--- src/rtl/mux_pkg.sv ---
// Shared types and defaults for the N-channel registered mux.
package mux_pkg;

  typedef enum logic {
    MODE_SEL = 1'b0,
    MODE_RR  = 1'b1
  } mux_mode_e;

  localparam int DEF_WIDTH = 8;
  localparam int DEF_N     = 4;

endpackage

--- src/rtl/mux_n_rr_rr_pick.sv ---
// Round-robin picker: first set request at or above ptr, wrapping at N-1 -> 0.
// Purely combinational; ptr is assumed to be < N.
module rr_pick
  import mux_pkg::*;
#(
  parameter int N    = DEF_N,
  parameter int SELW = $clog2(N)
) (
  input  logic [N-1:0]    req,
  input  logic [SELW-1:0] ptr,
  output logic [N-1:0]    grant,
  output logic [SELW-1:0] idx,
  output logic            any
);

  localparam logic [SELW:0] N_W = (SELW+1)'(N);

  logic [SELW:0] c;

  // Scan N positions starting at ptr; the first requesting channel wins.
  always_comb begin
    grant = '0;
    idx   = '0;
    any   = 1'b0;
    c     = '0;
    for (int k = 0; k < N; k++) begin
      c = {1'b0, ptr} + (SELW+1)'(k);
      if (c >= N_W) c = c - N_W;
      if (!any && req[c[SELW-1:0]]) begin
        any                = 1'b1;
        grant[c[SELW-1:0]] = 1'b1;
        idx                = c[SELW-1:0];
      end
    end
  end

endmodule

--- src/rtl/mux_n_rr.sv ---
// N-channel registered multiplexer with explicit-select and round-robin modes.
//
// Handshake: a word moves on channel i at a rising clk edge exactly when
// in_valid[i] && in_ready[i]; a word leaves the output register when
// out_valid && out_ready. in_ready depends on out_ready combinationally
// (load_en = !out_valid || out_ready), so there is no skid buffer; producers
// hold in_valid/in_data stable until accepted.
module mux_n_rr
  import mux_pkg::*;
#(
  parameter int WIDTH = DEF_WIDTH,
  parameter int N     = DEF_N,
  parameter int SELW  = $clog2(N)
) (
  input  logic                 clk,
  input  logic                 rst_n,
  input  logic                 mode,
  input  logic [SELW-1:0]      sel,
  input  logic [N-1:0]         in_valid,
  input  logic [N*WIDTH-1:0]   in_data,
  output logic [N-1:0]         in_ready,
  output logic                 out_valid,
  output logic [WIDTH-1:0]     out_data,
  output logic [SELW-1:0]      out_chan,
  input  logic                 out_ready
);

  localparam logic [SELW:0]   N_W  = (SELW+1)'(N);
  localparam logic [SELW-1:0] LAST = SELW'(N-1);

  mux_mode_e        cur_mode;
  logic             load_en;
  logic             sel_ok;
  logic [N-1:0]     sel_gnt;
  logic [N-1:0]     rr_gnt;
  logic [SELW-1:0]  rr_idx;
  logic             rr_any;
  logic [N-1:0]     grant;
  logic [SELW-1:0]  gnt_idx;
  logic             gnt_any;
  logic             xfer;
  logic [WIDTH-1:0] gnt_data;
  logic [SELW-1:0]  rr_ptr;
  logic [SELW-1:0]  rr_ptr_nxt;

  assign cur_mode = mux_mode_e'(mode);
  assign load_en  = !out_valid || out_ready;
  assign sel_ok   = ({1'b0, sel} < N_W);

  // Explicit-select grant: only an in-range sel on a valid channel is granted.
  always_comb begin
    sel_gnt = '0;
    if (sel_ok) begin
      if (in_valid[sel]) sel_gnt[sel] = 1'b1;
    end
  end

  rr_pick #(.N(N), .SELW(SELW)) u_rr_pick (
    .req   (in_valid),
    .ptr   (rr_ptr),
    .grant (rr_gnt),
    .idx   (rr_idx),
    .any   (rr_any)
  );

  // Choose the active grant source and pick the granted channel's data.
  always_comb begin
    grant    = '0;
    gnt_idx  = '0;
    gnt_any  = 1'b0;
    gnt_data = '0;
    if (cur_mode == MODE_RR) begin
      grant   = rr_gnt;
      gnt_idx = rr_idx;
      gnt_any = rr_any;
    end else begin
      grant   = sel_gnt;
      gnt_idx = sel;
      gnt_any = |sel_gnt;
    end
    for (int i = 0; i < N; i++) begin
      if (grant[i]) gnt_data = in_data[i*WIDTH +: WIDTH];
    end
  end

  assign in_ready   = load_en ? grant : '0;
  assign xfer       = load_en && gnt_any;
  assign rr_ptr_nxt = (gnt_idx == LAST) ? '0 : gnt_idx + 1'b1;

  // Output register and round-robin pointer; the pointer moves only on RR transfers.
  always_ff @(posedge clk or negedge rst_n) begin
    if (!rst_n) begin
      out_valid <= 1'b0;
      out_data  <= '0;
      out_chan  <= '0;
      rr_ptr    <= '0;
    end else if (xfer) begin
      out_valid <= 1'b1;
      out_data  <= gnt_data;
      out_chan  <= gnt_idx;
      if (cur_mode == MODE_RR) rr_ptr <= rr_ptr_nxt;
    end else if (out_ready) begin
      out_valid <= 1'b0;
    end
  end

endmodule

--- config.mk ---
export PLATFORM = sky130hd
export DESIGN_NAME = mux_n_rr
export DESIGN_NICKNAME = d
export VERILOG_FILES = /design/src/rtl/mux_pkg.sv /design/src/rtl/mux_n_rr_rr_pick.sv /design/src/rtl/mux_n_rr.sv
export SDC_FILE = /design/constraint.sdc
export NUM_CORES = 1
export LEC_CHECK = 0
export CORE_MARGIN = 2
export CORE_UTILIZATION = 29
export DETAILED_ROUTE_END_ITERATION = 8
export MAX_ROUTING_LAYER = met4
export SYNTH_ARGS = -nofsm -noshare
export SYNTH_HDL_FRONTEND = slang
export SYNTH_SLANG_ARGS = --single-unit
--- constraint.sdc ---
create_clock -name clk -period 5.17 [get_ports clk]
set_input_delay 0.7755 -clock clk [delete_from_list [all_inputs] [get_ports clk]]
set_output_delay 0.7755 -clock clk [all_outputs]
set_load 0.01 [all_outputs]
==> results of run 1 <==
## logic make-up (layout without fill, tap and decap cells)
logic type | count (synthesis) | after routing
AOI/OAI and AO/OA | 66 | 66
and+or+nand+nor | 61 | 61
buffers and inverters | 22 | 71
DFF | 13 | 13
adders and majority gates | 7 | 7
muxes | 6 | 6
xor gates and xnor gates | 1 | 1
## sequential cells by signal, indices dropped and copies added, names as in the netlist
signal / cells
out_data: 8
out_chan: 2
out_valid: 1
rr_ptr: 2
## stage by stage
step / utilization [%] / cell area, sq um
6_report: 43.7 / 2080
5_1_grt: 43.7 / 2080
4_1_cts: 43.7 / 2080
3_5_place_dp: 42.7 / 2030
3_3_place_gp: 42.7 / 2030
2_1_floorplan: - / 1440
## cells in the final DEF, fill, tap and decap left out, types with 3 or more instances in the layout
cell and instances:
clkdlybuf4s50_1 56, nor2_1 20, nand2_1 18, o21ai_0 13, dfrtp_1 13, a221oi_1 11
inv_1 8, a2bb2oi_1 8, o31ai_1 8, ha_1 7, a21oi_1 5, a31oi_1 4
nor2b_1 3, mux4_2 3, and3b_1 3, nor3_1 3, clkbuf_8 3, buf_4 3
## worst max path at each step
stage	from	endpoint	slack (ns)	cells past startpoint
detailed placement	in_valid[3]	in_ready[1]	0.64	8
floorplan	rr_ptr[0]$_DFFE_PN0P_	in_ready[1]	1.63	11
global placement	in_valid[3]	in_ready[1]	0.70	8
CTS	rr_ptr[1]$_DFFE_PN0P_	in_ready[1]	0.53	9
finish	rr_ptr[1]$_DFFE_PN0P_	in_ready[1]	0.55	9
global route	rr_ptr[1]$_DFFE_PN0P_	in_ready[1]	0.31	9
## cells in the mapped netlist (all sizes together)
| master | count |
|---|---|
| nand2b | 2 |
| nand4b | 1 |
| a211o | 2 |
| nand3 | 1 |
| nor3b | 2 |
| mux2i | 2 |
| a41oi | 1 |
| o221ai | 1 |
| ha | 7 |
| o31ai | 8 |
| o211a | 1 |
| or2 | 1 |
| o41a | 1 |
| a22oi | 1 |
| nor4bb | 2 |
| nor3 | 3 |
| nor2 | 20 |
| o21a | 2 |
| nand2 | 18 |
| o311ai | 1 |
| a22o | 1 |
| a2bb2oi | 8 |
| mux4 | 4 |
| a21oi | 6 |
| dfrtp | 13 |
| and3 | 1 |
| o21ai | 15 |
| or3 | 2 |
| inv | 8 |
| clkbuf | 9 |
| a221oi | 11 |
| nor4 | 2 |
| buf | 5 |
| a31oi | 4 |
| nor2b | 3 |
| a211oi | 2 |
| o41ai | 1 |
| and3b | 3 |
| xnor2 | 1 |
## tightest hold or removal path: stages (launching register included)
cell and delay, ns:
dfrtp_1 0.34, nand2_1 0.05, o21ai_0 0.06
## per-layer routing
layer / global-route usage [%] / up-vias
li1: - / 768
met1: 23.7 / 740
met2: 29.7 / 68
met3: 3.25 / 5
met4: 5.56 / 0
met5: - / -
## final cells by class
type                    count  share of cell area (%)
multi-input cells         141                    48.5
repair buffers             59                    28.1
clock buffers               3                    1.99
clock inverters             1                   0.241
well taps                  67                    4.04
flip-flops and latches     13                    15.7
inverters                   8                    1.45
## report_power, final
group | switching (uW) | internal (uW) | total, uW
clock network | 39.6 | 53.3 | 92.9
logic | 374 | 325 | 699
registers | 31.8 | 146 | 177
total | 446 | 524 | 970
==> flow_summary.toml, run 1 <==
[power]
total_power_uw = 970
p_leak_uw = 0.000805
peakVddDrop_uv = 156
power_density_nw_per_um2 = 467

[yosys]
synthSimpleGateAreaFrac_pct = 22.1
synth_top_area_share_pct = 22.7
synth.distinct_cells = 45
synth_top_family_by_area = "compound AO/OA/AOI/OAI gates"
synth.mux.area_fraction_pct = 7.93
syn_area_sq_um = 1440
syn-num-nets = 225
ys_seq_area_share_pct = 22.7
ys_ff_latch = 13
yosys_warnings = 0
syn_area_per_cell_sq_um = 8.15
synthAdderAreaFrac_pct = 6.10
synthCells = 176
synth_xor_area_share_pct = 0.610
synth_compound_area_share_pct = 33.5
synth_top_cell_by_area = "dfrtp_1"
synth_area_leaders = "dfrtp_1 23%, a221oi_1 6.7%, ha_1 6.1%, nor2_1 5.2%, a2bb2oi_1 4.9%"

[cts]
post_cts_buffers = 0
cts_tree = "built"
htreeDepth = 1
post_cts_resized = 0
ctsHoldBuffers = 0
cts_sinks = 13
clkLatencyLatePin_ns = 0.25
cts_buffers = 3
cts_buffer_depth = 2
path_clk_slew_ns = 0.06
root_buffer = "clkbuf_8"

[die]
die_w_um = 74.3
start_util_pct = 30.2
num_rows = 25
core_sq_um = 4750
die_h_um = 74.3
ios = 57
dieArea_sq_um = 5530

[critical_path]
critPathLaunchType = "register"
crit_buf_inv = 2
endpoint_kind = "output port"
cp_top_family = "simple AND/OR/NAND/NOR gates"
critPathArrivalTime_ns = 3.85
slowest_delay_ns = 0.63
critPathKind = "register to output port"
worst-path-max-fanout = 14
ff2ff_path_depth = 8
critPathRequiredTime_ns = 4.39
r2r_end = "out_data[4]$_DFFE_PN0P_"
critPathSlowestCell = "mux4_2"
ff2ff_setup_slack_ns = 1.54
crit_chain = "inv_1, ha_1, mux4_2, a21oi_2, o21ai_1, o211a_2, or3_1, nor2b_1, clkdlybuf4s50_1"
reg2reg_from = "rr_ptr[1]$_DFFE_PN0P_"

[drt]
wl_met1_um = 2220
wl_met3_um = 392
vias = 1581
first_pass_iters = 4
dr_wl_met2_um = 2100
drt-vias-per-instance = 5.41
drc = 0
routed_wl_um = 4760
detail-route-antenna-nets = 0
wl_per_cell_um = 16.3
drt_iter0_markers = 60
highest_layer = "met4"

[layout]
fin_nets = 275
multiInputGateArea_sq_um = 1010
fill_cells = 500
final_cells = 292
area_growth_pct = 44.6
drive_above_1_share_pct = 6.22
diodes = 0
regArea_sq_um = 325

[sta]
hold_ws_ns = 0.484
fmaxAchievable_mhz = 216
finClkSkew_ns = 0.00444
period_minus_slack_ns = 4.62
layout_setup_ws_ns = 0.545
finalCritPeriodShare_pct = 89.5
rsz0062_at_grt = "false"
tightest_slew_ns = 0.667
tns_ns = 0
setup_viol = 0
drv_slew = 0
hold_violations = 0
slew_headroom_pct = 55.4

[hold_path]
hold_class = "register to register"
hold_end = "out_chan[1]$_DFFE_PN0P_"
holdPathStages = 2
worstHoldStart = "out_chan[1]$_DFFE_PN0P_"

[flow_run]
cap_violations = 0

[place]
pre_cts_ws_ns = 0.644
dp.cells = 288
port_buffers = 56
globalplace.congestion = 0.842
dp_hpwl_um = 3510

[grt]
grt_usage_pct = 18.4
grt_pass1_wl_um = 7580
antenna_found_initial = 0
grt_pass1_vias = 1510
grt_overflow = 0
grt_max_degree = 23

[outcome]
status = "finished, final reports clean"
No activity file was read; power rests on OpenSTA's default activity.
==> inputs of run 2 (changes only) <==
--- a/config.mk
+++ b/config.mk
@@ -5,6 +5,7 @@
 export SDC_FILE = /design/constraint.sdc
 export NUM_CORES = 1
 export LEC_CHECK = 0
+export CORE_ASPECT_RATIO = 1.75
 export CORE_MARGIN = 2
 export CORE_UTILIZATION = 29
 export DETAILED_ROUTE_END_ITERATION = 8
==> run 2 against run 1 <==
  * Largest power group unchanged
  * Design area shrank 1.3%
  * Combinational power is essentially flat
  * Final cell count shrank 5.5%
  * First-iteration DRC count shrank 25%
  * Largest cell class unchanged
  * Fmax grew 1.3%
  * Sequential power is essentially flat
  * Via count grew 0.51%
  * Critical path depth is the same
  * Clock power grew 0.8%
  * Non-clock buffer count shrank 1
==> flow_summary.toml, run 2 (synthesized netlist as in run 1, its figures left out) <==
[outcome]
status = "finished, final reports clean"

[critical_path]
crit_buf_inv = 2
cp.depth = 9
cp_top_family = "simple AND/OR/NAND/NOR gates"
worst-path-max-fanout = 14
slowest_delay_ns = 0.63
crit_chain = "inv_1, ha_1, mux4_2, a21oi_2, o21ai_1, o211a_2, or3_1, nor2b_1, clkdlybuf4s50_1"
ff2ff_path_depth = 8
critPathKind = "register to output port"
critPathLaunchType = "register"
critPathArrivalTime_ns = 3.79
critPathRequiredTime_ns = 4.39
critPathSlowestCell = "mux4_2"
endpoint_kind = "output port"

[grt]
grt_pass1_vias = 1546
grt_max_degree = 23
antenna_found_initial = 0
grt_overflow = 0
grt_usage_pct = 18.0
grt_pass1_wl_um = 7690

[sta]
layout_setup_ws_ns = 0.605
tns_ns = 0
tightest_slew_ns = 0.707
period_minus_slack_ns = 4.56
finClkSkew_ns = 0.00681
rsz0062_at_grt = "false"
fmaxAchievable_mhz = 219
slew_headroom_pct = 52.7
setup_viol = 0
hold_violations = 0
finalCritPeriodShare_pct = 88.3
drv_slew = 0

[cts]
cts_sinks = 13
cts_tree = "built"
cts_buffers = 3
post_cts_buffers = 0
cts_buffer_depth = 2
htreeDepth = 1
path_clk_slew_ns = 0.06
ctsHoldBuffers = 0
clkLatencyLatePin_ns = 0.25
root_buffer = "clkbuf_8"
post_cts_resized = 0

[place]
port_buffers = 56
dp.cells = 272
pre_cts_ws_ns = 0.685
globalplace.congestion = 0.824
dp_hpwl_um = 3760

[drt]
wl_per_cell_um = 17.3
detail-route-antenna-nets = 0
routed_wl_um = 4770
drt_iter0_markers = 45
vias = 1589
drc = 0
first_pass_iters = 4
drt-vias-per-instance = 5.76

[die]
num_rows = 33
die_w_um = 57.2
ios = 57
die_h_um = 97.1
dieArea_sq_um = 5550
start_util_pct = 30.5
core_sq_um = 4710

[hold_path]
hold_class = "register to register"
holdPathStages = 2

[power]
peakVddDrop_uv = 280
power_density_nw_per_um2 = 474
p_leak_uw = 0.000798

[layout]
largestRegisters = "out_data (8), out_chan (2), rr_ptr (2)"
fill_cells = 515
final_cell_mix = "56 x clkdlybuf4s50_1, 20 x nor2_1, 18 x nand2_1"
regMostFlops = "out_data"
largest_reg_flops = 8
fin_nets = 274
drive_above_1_share_pct = 5.36
area_growth_pct = 42.7
final_cells = 276
layout_commonest_cell = "clkdlybuf4s50_1"
diodes = 0

[flow_run]
cap_violations = 0
==> run 2: cell count changes in the layout (fill, tap and decap cells not counted), sizes merged <==
cell	delta
buf	-1
clkbuf	+1
clkinv	-1
==> run 2: power by group <==
part,internal [uW],switching (uW)
Combinational,324,374
Sequential,146,33.8
Clock,54.5,39.1
==> run 2: final cells by class <==
type,count,area [sq um],share of cell area (%)
inverter,8,30.0,1.47
timing repair buffer,58,576,28.1
multi-input combinational,141,1010,49.2
tap,52,65.1,3.18
clock buffer,4,45.0,2.20
sequential,13,325,15.9
==> run 2: per-stage QoR <==
step / utilization [%] / hold slack (ns) / total power, uW / cell area, sq um
2_1_floorplan: - / 0.480 / 653 / 1440
3_3_place_gp: 42.6 / 0.472 / 879 / 2000
3_5_place_dp: 42.6 / 0.480 / 878 / 2000
4_1_cts: 43.5 / 0.493 / 973 / 2050
5_1_grt: 43.5 / 0.505 / 1060 / 2050
6_report: 43.5 / 0.493 / 971 / 2050
==> run 2: layer usage <==
| metal | vias up | global-route usage [%] | part of all wire (%) |
|---|---|---|---|
| li1 | 768 | - | - |
| met1 | 757 | 19.9 | 38 |
| met2 | 56 | 31.2 | 54 |
| met3 | 8 | 2.26 | 5.5 |
| met4 | 0 | 8.05 | 2.9 |
| met5 | - | - | 0 |
==> run 2: worst paths after layout <==
kind	endpoint	start	slack, ns
worst min-delay path	out_data[2]$_DFFE_PN0P_	out_data[2]$_DFFE_PN0P_	0.49
worst max register to register	out_data[1]$_DFFE_PN0P_	rr_ptr[1]$_DFFE_PN0P_	1.66
worst min register to register	out_data[2]$_DFFE_PN0P_	out_data[2]$_DFFE_PN0P_	0.49
worst max-delay path	in_ready[1]	rr_ptr[1]$_DFFE_PN0P_	0.61
min in group asynchronous	out_data[5]$_DFFE_PN0P_	rst_n	0.93
max in group asynchronous	out_chan[0]$_DFFE_PN0P_	rst_n	3.82
==> run 2: worst register-to-register path, stage by stage, from the launching register on <==
cell	delay, ns
dfrtp_1	0.56
inv_1	0.19
ha_1	0.58
mux4_2	0.63
o41ai_1	0.40
a211oi_1	0.15
nor4_4	0.46
a221oi_1	0.17
o31ai_1	0.27
==> inputs of run 3 (changes only) <==
--- a/config.mk
+++ b/config.mk
@@ -10,6 +10,7 @@
 export CORE_UTILIZATION = 29
 export DETAILED_ROUTE_END_ITERATION = 8
 export MAX_ROUTING_LAYER = met4
+export SKIP_CTS_REPAIR_TIMING = 1
 export SYNTH_ARGS = -nofsm -noshare
 export SYNTH_HDL_FRONTEND = slang
 export SYNTH_SLANG_ARGS = --single-unit
==> results of run 3 <==
The final DEF is identical to that of run 2; final timing and power are the same.
